--- src/rtl/pingpong_frame_sched.sv ---
// pingpong_frame_sched: ping-pong SPRAM frame buffer control between UART RX and UART TX.
// One bank collects received bytes while the other is read back out byte by byte.
module pingpong_frame_sched #(
    parameter int ADDR_W    = 14,
    parameter int CNT_W     = 9,
    parameter int FRAME_EOP = 8
) (
    input  logic              clk,
    input  logic              rst_n,
    input  logic              rx_ready_i,
    input  logic [7:0]        rx_data_i,
    input  logic              rx_eop_i,
    output logic [ADDR_W-1:0] ram_addr_a_o,
    output logic              ram_wren_a_o,
    output logic [ADDR_W-1:0] ram_addr_b_o,
    output logic              ram_wren_b_o,
    output logic [15:0]       ram_din_o,
    input  logic [15:0]       ram_dout_a_i,
    input  logic [15:0]       ram_dout_b_i,
    output logic              tx_start_o,
    output logic [7:0]        tx_data_o,
    input  logic              tx_busy_i,
    output logic              wr_bank_o,
    output logic              rd_active_o,
    output logic              frame_drop_o,
    output logic              wr_ovf_o
);
    localparam int EOP_W = $clog2(FRAME_EOP + 1);
    localparam logic [CNT_W-1:0] CNT_MAX = '1;

    typedef enum logic [2:0] {IDLE, RD, CAP, START, DONE} state_t;

    state_t           state_q, state_d;
    logic             wr_bank_q, wr_bank_d;
    logic [CNT_W-1:0] wr_cnt_q, wr_cnt_d;
    logic [EOP_W-1:0] eop_cnt_q, eop_cnt_d;
    logic [CNT_W-1:0] rd_cnt_q, rd_cnt_d;
    logic [CNT_W-1:0] rd_len_q, rd_len_d;
    logic [7:0]       tx_data_q, tx_data_d;
    logic             drop_q, drop_d;
    logic             ovf_q, ovf_d;

    logic             wr_en;
    logic [CNT_W-1:0] wr_len;
    logic             close;
    logic [15:0]      rd_dout;
    logic             unused_dout_hi;

    // A saturated write counter stops further writes so the frame never wraps onto itself.
    assign wr_en   = rx_ready_i && (wr_cnt_q != CNT_MAX);
    assign wr_len  = wr_cnt_q + CNT_W'(wr_en);
    assign close   = rx_eop_i && (eop_cnt_q == EOP_W'(FRAME_EOP - 1));
    assign rd_dout = wr_bank_q ? ram_dout_a_i : ram_dout_b_i;
    assign unused_dout_hi = ^rd_dout[15:8];

    assign ram_addr_a_o = wr_bank_q ? ADDR_W'(rd_cnt_q) : ADDR_W'(wr_cnt_q);
    assign ram_addr_b_o = wr_bank_q ? ADDR_W'(wr_cnt_q) : ADDR_W'(rd_cnt_q);
    assign ram_wren_a_o = !wr_bank_q && wr_en;
    assign ram_wren_b_o = wr_bank_q && wr_en;
    assign ram_din_o    = {8'h00, rx_data_i};
    assign tx_start_o   = (state_q == START);
    assign tx_data_o    = tx_data_q;
    assign wr_bank_o    = wr_bank_q;
    assign rd_active_o  = (state_q != IDLE);
    assign frame_drop_o = drop_q;
    assign wr_ovf_o     = ovf_q;

    always_comb begin
        state_d   = state_q;
        wr_bank_d = wr_bank_q;
        rd_cnt_d  = rd_cnt_q;
        rd_len_d  = rd_len_q;
        tx_data_d = tx_data_q;
        drop_d    = 1'b0;
        wr_cnt_d  = wr_len;
        eop_cnt_d = rx_eop_i ? eop_cnt_q + EOP_W'(1) : eop_cnt_q;
        ovf_d     = ovf_q | (rx_ready_i & ~wr_en);
        case (state_q)
            RD:      state_d = CAP;
            CAP: begin
                tx_data_d = rd_dout[7:0];
                state_d   = START;
            end
            START:   state_d = tx_busy_i ? DONE : START;
            DONE: begin
                if (!tx_busy_i) begin
                    state_d  = (rd_cnt_q == rd_len_q - CNT_W'(1)) ? IDLE : RD;
                    rd_cnt_d = (rd_cnt_q == rd_len_q - CNT_W'(1)) ? rd_cnt_q : rd_cnt_q + CNT_W'(1);
                end
            end
            default: state_d = state_q;
        endcase
        // Frame close only swaps banks when the reader is idle; otherwise the frame is discarded.
        if (close) begin
            wr_cnt_d  = '0;
            eop_cnt_d = '0;
            ovf_d     = 1'b0;
            if (wr_len != '0) begin
                if (state_q != IDLE) begin
                    drop_d = 1'b1;
                end else begin
                    wr_bank_d = ~wr_bank_q;
                    rd_len_d  = wr_len;
                    rd_cnt_d  = '0;
                    state_d   = RD;
                end
            end
        end
    end

    always_ff @(posedge clk or negedge rst_n) begin
        if (!rst_n) begin
            state_q   <= IDLE;
            wr_bank_q <= 1'b0;
            wr_cnt_q  <= '0;
            eop_cnt_q <= '0;
            rd_cnt_q  <= '0;
            rd_len_q  <= '0;
            tx_data_q <= '0;
            drop_q    <= 1'b0;
            ovf_q     <= 1'b0;
        end else begin
            state_q   <= state_d;
            wr_bank_q <= wr_bank_d;
            wr_cnt_q  <= wr_cnt_d;
            eop_cnt_q <= eop_cnt_d;
            rd_cnt_q  <= rd_cnt_d;
            rd_len_q  <= rd_len_d;
            tx_data_q <= tx_data_d;
            drop_q    <= drop_d;
            ovf_q     <= ovf_d;
        end
    end
endmodule

--- config.mk ---
export PLATFORM = sky130hd
export DESIGN_NAME = pingpong_frame_sched
export DESIGN_NICKNAME = d
export VERILOG_FILES = /design/src/rtl/pingpong_frame_sched.sv
export SDC_FILE = /design/constraint.sdc
export NUM_CORES = 1
export LEC_CHECK = 0
export ABC_CLOCK_PERIOD_IN_PS = 3100
export CAP_MARGIN = 10
export CORE_ASPECT_RATIO = 1.75
export CORE_UTILIZATION = 41
export DETAILED_ROUTE_END_ITERATION = 8
export PLACE_DENSITY = 0.87
export SYNTH_ARGS = -nofsm -noshare
export SYNTH_HDL_FRONTEND = slang
export SYNTH_SLANG_ARGS = --single-unit
export TNS_END_PERCENT = 100
--- constraint.sdc ---
create_clock -name clk -period 3.1 [get_ports clk]
set_input_delay 0.62 -clock clk [delete_from_list [all_inputs] [get_ports clk]]
set_output_delay 0.62 -clock clk [all_outputs]
set_load 0.02 [all_outputs]
==> results of run 1 <==
[routing by layer]
| layer | GRT usage, % | part of all wire [%] |
|---|---|---|
| met4 | 12.8 | 4.6 |
| met1 | 22.5 | 37 |
| met3 | 5.20 | 6.1 |
| met5 | 0 | 0 |
| met2 | 33.9 | 52 |
[synthesized netlist by cell type, types with 2 or more instances]
| cell type | instances |
|---|---|
| mux2i_1 | 8 |
| nand3_1 | 11 |
| clkbuf_1 | 15 |
| or4_1 | 2 |
| nor2b_1 | 4 |
| a21oi_1 | 16 |
| or3_1 | 6 |
| a211o_1 | 2 |
| nand4b_1 | 2 |
| dfrtp_1 | 45 |
| o21ai_0 | 23 |
| o31ai_1 | 2 |
| o211ai_1 | 4 |
| nand4_1 | 7 |
| inv_1 | 11 |
| nor2_1 | 29 |
| nor3_1 | 5 |
| xor2_1 | 10 |
| xnor2_1 | 9 |
| or2_2 | 2 |
| nor4b_1 | 2 |
| ha_1 | 5 |
| buf_4 | 28 |
| mux2_2 | 21 |
| nand2_1 | 21 |
| nor4_1 | 2 |
| a311oi_1 | 2 |
[worst max-delay path, stage by stage, from the launching register on]
cell	delay [ps]
dfrtp_1	350
and4_1	260
nand4_1	160
nand2_1	120
inv_1	60
ha_1	200
ha_1	190
buf_4	150
nand2_1	120
nor3_1	70
xnor2_1	420
nand4bb_4	180
nand3_2	150
mux2_2	340
[power groups by stage]
stage	Combinational, mW	Sequential (mW)	Clock [mW]
after floorplan	1.02	0.968	0
after global placement	1.51	0.963	0
after detailed placement	1.57	0.980	0
after CTS	1.59	0.971	0.564
after global routing	1.77	1.00	0.586
final	1.64	0.975	0.554
[kinds of logic (layout without fill, tap and decap cells)]
group,after synthesis,count (layout),share of synthesized area (%)
fa+ha+maj,5,5,2.15
buf+inv,56,89,10.9
mux,29,29,10.9
compound gates,58,58,12.4
simple gates,105,105,19.2
other cells,1,18,0.129
xor+xnor,19,19,5.72
flops,45,45,38.7
[registers in the layout, indices dropped and copies added, names as in the netlist]
signal and cells:
rd_cnt_q 9, rd_len_q 9, wr_cnt_q 9, tx_data_o 8, eop_cnt_q 4, state_q 3, frame_drop_o 1, wr_bank_o 1
wr_ovf_o 1
[timing repair]
item | CTS | global route
setup endpoints to repair | 0 | 15
gates resized for setup | 0 | 4
endpoints found under the hold margin | 0 | 0
[final timing paths]
check                            start           end  depth (start not counted)
min reg2reg                   wr_ovf_o      wr_ovf_o                          2
max reg2reg                wr_cnt_q[1]   rd_len_q[0]                         13
max in group asynchronous        rst_n  tx_data_o[0]                          1
min in group clk              wr_ovf_o      wr_ovf_o                          2
max                        wr_cnt_q[1]   rd_len_q[0]                         13
min                              rst_n   wr_cnt_q[6]                          1
[cell type report]
class | instances | area (um^2) | share of cell area (%)
repair buffers | 70 | 653 | 17.9
clock inverters | 2 | 13.8 | 0.377
multi-input cells | 234 | 1570 | 43.0
well taps | 84 | 105 | 2.88
flip-flops and latches | 45 | 1130 | 30.9
inverters | 11 | 41.3 | 1.13
clock buffers | 6 | 139 | 3.81
==> results.yml, run 1 <==
power_and_ir_drop:
  power.density_nw_per_um2: 869
  combPwrFrac_pct: 51.7
  fin_total_pwr_mw: 3.17
  internal-power_mw: 1.87
  power_frac_clock_pct: 17.5
  switchingPower_mw: 1.30
  power_frac_seq_pct: 30.8
  leakagePower_nw: 1.57
  p_sw_share_pct: 41.0
  ir_drop_mv: 0.626
timing:
  worst_slack_ps: 200
  rsz0062_at_grt: "false"
  slew_headroom_pct: 32.7
  final_max_slew_viol_count: 0
  fin_skew_ps: 6.51
  finalCritPeriodShare_pct: 93.5
  fmax_mhz: 345
  hold_viol_final: 0
  tightest_slew_ps: 1010
  finalSetupViolations: 0
  hold_ws_ps: 495
  min_period_ps: 2900
  finalSetupTns_ps: 0
placed_design:
  placedCellCount: 444
  gp_congestion: 0.853
  io_buffers: 53
  dpl-instance-area_um2: 3460
  dp_slack_ps: -113
  hpwl_mm: 5.18
worst_setup_path:
  reg2reg_slack_ps: 200
  critPathMaxFanout: 4
  worstSetupEndpointType: "flip-flop"
  worstSetupPathType: "flip-flop to flip-flop"
  cp.required_ps: 3280
  start_kind: "flip-flop"
  cp.arrival_ps: 3080
drt:
  drt-total-wl_mm: 7.16
  dr.pass1.iters: 4
  drc: 0
  num_vias: 2495
  ant_nets: 0
  first_iter_violations: 85
  wl_per_cell_um: 15.8
  vias_per_cell: 5.52
synthesis:
  async_flop_share_pct: 100
  yosysTopAreaCell: "dfrtp_1"
  ys_ff_latch: 45
  syn_avg_cell_area_um2: 9.16
  synth-seq-area-share_pct: 38.7
  synth_ff_type: "dfrtp_1"
  synth_edf_count: 0
  synth_top_cell_area_share_pct: 38.7
  ys_warn_count: 0
  synthesis.instances: 318
  synth_area_leaders: "dfrtp_1 39%, mux2_2 8.1%, buf_4 7.2%"
  synth_cell_types: 51
  syn_area_um2: 2910
grt:
  grt_use_total_pct: 20.4
  grt_pass1_wl_mm: 11.5
  grt_max_degree: 46
  antenna_found_initial: 0
  grt_pass1_vias: 2449
  overflow: 0
die:
  core-area_um2: 6860
  die_x_um: 65.7
  die_h_um: 113
  start_util_pct: 42.5
  ios: 104
  die-area_um2: 7460
  rows: 40
clocking:
  cts_tree: "built"
  htreeDepth: 2
  holdBufCountCts: 0
  numCtsBuffers: 5
  post-cts-setup-buffers: 0
  root_buffer: "clkbuf_16"
  max-clock-path-buffers: 2
  clock-sinks: 45
  clkLatencyLatePin_ps: 300
  clk_pin_slew_ps: 60
finish:
  final_cell_mix: "52 x clkdlybuf4s50_1, 45 x dfrtp_1, 29 x nor2_1"
  fin_util_pct: 53.2
  n_antenna_cell: 0
  drive_above_1_share_pct: 15.5
  final_common_cell: "clkdlybuf4s50_1"
  fill_cells: 581
  instances_no_fill: 452
  fin_area_um2: 3650
  nets: 417
  syn2layout_area_growth_pct: 25.2
run_status:
  status: "finished, final reports clean"
min_path:
  hp-class: "primary input to async pin"
flow_run:
  cap_viol_max_count: 0
(Power assumes the default switching activity.)
==> run 2, diff against run 1 <==
--- a/config.mk
+++ b/config.mk
@@ -10,6 +10,7 @@
 export CORE_ASPECT_RATIO = 1.75
 export CORE_UTILIZATION = 41
 export DETAILED_ROUTE_END_ITERATION = 8
+export GPL_ROUTABILITY_DRIVEN = 1
 export PLACE_DENSITY = 0.87
 export SYNTH_ARGS = -nofsm -noshare
 export SYNTH_HDL_FRONTEND = slang
==> results of run 2 <==
The final DEF is identical to that of run 1; final timing and power are the same.
==> run 3, diff against run 2 <==
--- a/config.mk
+++ b/config.mk
@@ -11,6 +11,7 @@
 export CORE_UTILIZATION = 41
 export DETAILED_ROUTE_END_ITERATION = 8
 export GPL_ROUTABILITY_DRIVEN = 1
+export MAX_ROUTING_LAYER = met4
 export PLACE_DENSITY = 0.87
 export SYNTH_ARGS = -nofsm -noshare
 export SYNTH_HDL_FRONTEND = slang
==> run 3 against run 2 <==
Fmax is 1.9% lower. Sequential cell count is the same. Clock skew about the same.
==> results.yml, run 3 (same netlist as run 1, synthesis figures left out) <==
clocking:
  numCtsBuffers: 5
  post-cts-setup-buffers: 0
  cts_tree: "built"
  max-clock-path-buffers: 2
  htreeDepth: 2
  root_buffer: "clkbuf_16"
  clkLatencyLatePin_ps: 290
  clk_pin_slew_ps: 60
  clock-sinks: 45
drt:
  ant_nets: 0
  dr.pass1.iters: 4
  vias_per_cell: 5.49
  first_iter_violations: 60
  drt-total-wl_mm: 6.73
  wl_met3_um: 331
  wl_met2_mm: 3.58
  drc: 0
  top_layer: "met4"
  wl_per_cell_um: 14.9
  num_vias: 2489
  m1WireLength_mm: 2.54
timing:
  fin_skew_ps: 6.27
  fmax_mhz: 338
  finalCritPeriodShare_pct: 95.4
  min_period_ps: 2960
  rsz0062_at_grt: "false"
  slew_headroom_pct: 32.5
  tightest_slew_ps: 1010
  final_max_slew_viol_count: 0
  finalSetupViolations: 0
  hold_ws_ps: 495
  hold_viol_final: 0
power_and_ir_drop:
  p_sw_share_pct: 39.6
  power_frac_seq_pct: 30.6
  internal-power_mw: 1.91
  combPwrFrac_pct: 50.2
  power_frac_clock_pct: 19.2
  ir_drop_mv: 0.586
  power.density_nw_per_um2: 870
  leakagePower_nw: 1.57
  switchingPower_mw: 1.25
finish:
  final_common_cell: "clkdlybuf4s50_1"
  fin_util_pct: 53.1
  final_cell_mix: "52 x clkdlybuf4s50_1, 45 x dfrtp_1, 29 x nor2_1"
  n_antenna_cell: 0
  drive_above_1_share_pct: 14.6
  reg.largest.list: "rd_cnt_q: 9 flops, rd_len_q: 9 flops, wr_cnt_q: 9 flops"
  syn2layout_area_growth_pct: 25.1
  fill_cells: 571
  nets: 418
placed_design:
  hpwl_mm: 5.01
  io_buffers: 53
  gp_congestion: 0.876
worst_setup_path:
  worstSetupEndpointType: "flip-flop"
  critPathMaxFanout: 17
  reg2reg_slack_ps: 140
  cp.arrival_ps: 3180
  start_kind: "flip-flop"
  cp.required_ps: 3320
  worstSetupPathType: "flip-flop to flip-flop"
grt:
  grt_pass1_wl_mm: 11.3
  overflow: 0
  antenna_found_initial: 0
  grt_max_degree: 46
  grt_use_total_pct: 20.4
  grt_pass1_vias: 2419
die:
  rows: 40
  start_util_pct: 42.5
  die_x_um: 65.7
  ios: 104
  die_h_um: 113
  die-area_um2: 7460
  core-area_um2: 6860
run_status:
  status: "finished, final reports clean"
min_path:
  hp-class: "primary input to async pin"
flow_run:
  cap_viol_max_count: 0
run 3: worst max-delay path, cell delays in order (launching register included):
cell,delay (ps)
dfrtp_1,450
inv_1,80
ha_1,330
o21ba_2,230
o21ai_0,150
a21oi_1,80
a311oi_1,630
o21ai_4,240
or4_1,540
a21oi_1,150
run 3: layout make-up:
cell class,count,area [um^2],area share [%]
Clock inverter,2,38.8,1.07
Timing Repair Buffer,71,661,18.1
Tap cell,84,105,2.89
Multi-Input combinational cell,234,1540,42.3
Inverter,11,41.3,1.13
Clock buffer,6,129,3.54
Sequential cell,45,1130,30.9
run 3: path summary, 6_finish.rpt:
path                             start  cells after the start     endpoint
setup / recovery           rd_len_q[0]                      9  rd_cnt_q[8]
setup reg to reg           rd_len_q[0]                      9  rd_cnt_q[8]
min in group clk              wr_ovf_o                      2     wr_ovf_o
hold / removal                   rst_n                      1  rd_len_q[5]
hold reg to reg               wr_ovf_o                      2     wr_ovf_o
max in group asynchronous        rst_n                      1   state_q[2]
run 3: per-layer routing:
| metal | global-route usage [%] | vias up |
|---|---|---|
| li1 | - | 1178 |
| met1 | 20.7 | 1193 |
| met2 | 36.1 | 98 |
| met3 | 3.30 | 20 |
| met4 | 11.0 | 0 |
| met5 | - | - |
run 3: through the flow:
step                worst slack (ps)  TNS (ps)  total power, mW  std cells  instance area [um^2]
floorplan                       34.7         0             1.99        335                  2980
global route                    13.8         0             3.37        453                  3640
global placement               -48.6      -202             2.48        445                  3470
detailed placement             -91.0      -705             2.55        445                  3470
finish                           143         0             3.17        453                  3640
CTS                              164         0             3.17        453                  3630
run 3: power by group through the flow:
stage	clock (mW)	sequential, mW	combinational [mW]
after floorplan	0	0.968	1.02
after global placement	0	0.963	1.52
after detailed placement	0	0.978	1.57
after CTS	0.620	0.968	1.59
after global routing	0.637	1.00	1.73
final	0.609	0.970	1.59
run 3: repair_timing:
action | in CTS | in global routing
setup endpoints to repair | 0 | 1
resized for setup | 0 | 1
hold buffers | 0 | 0
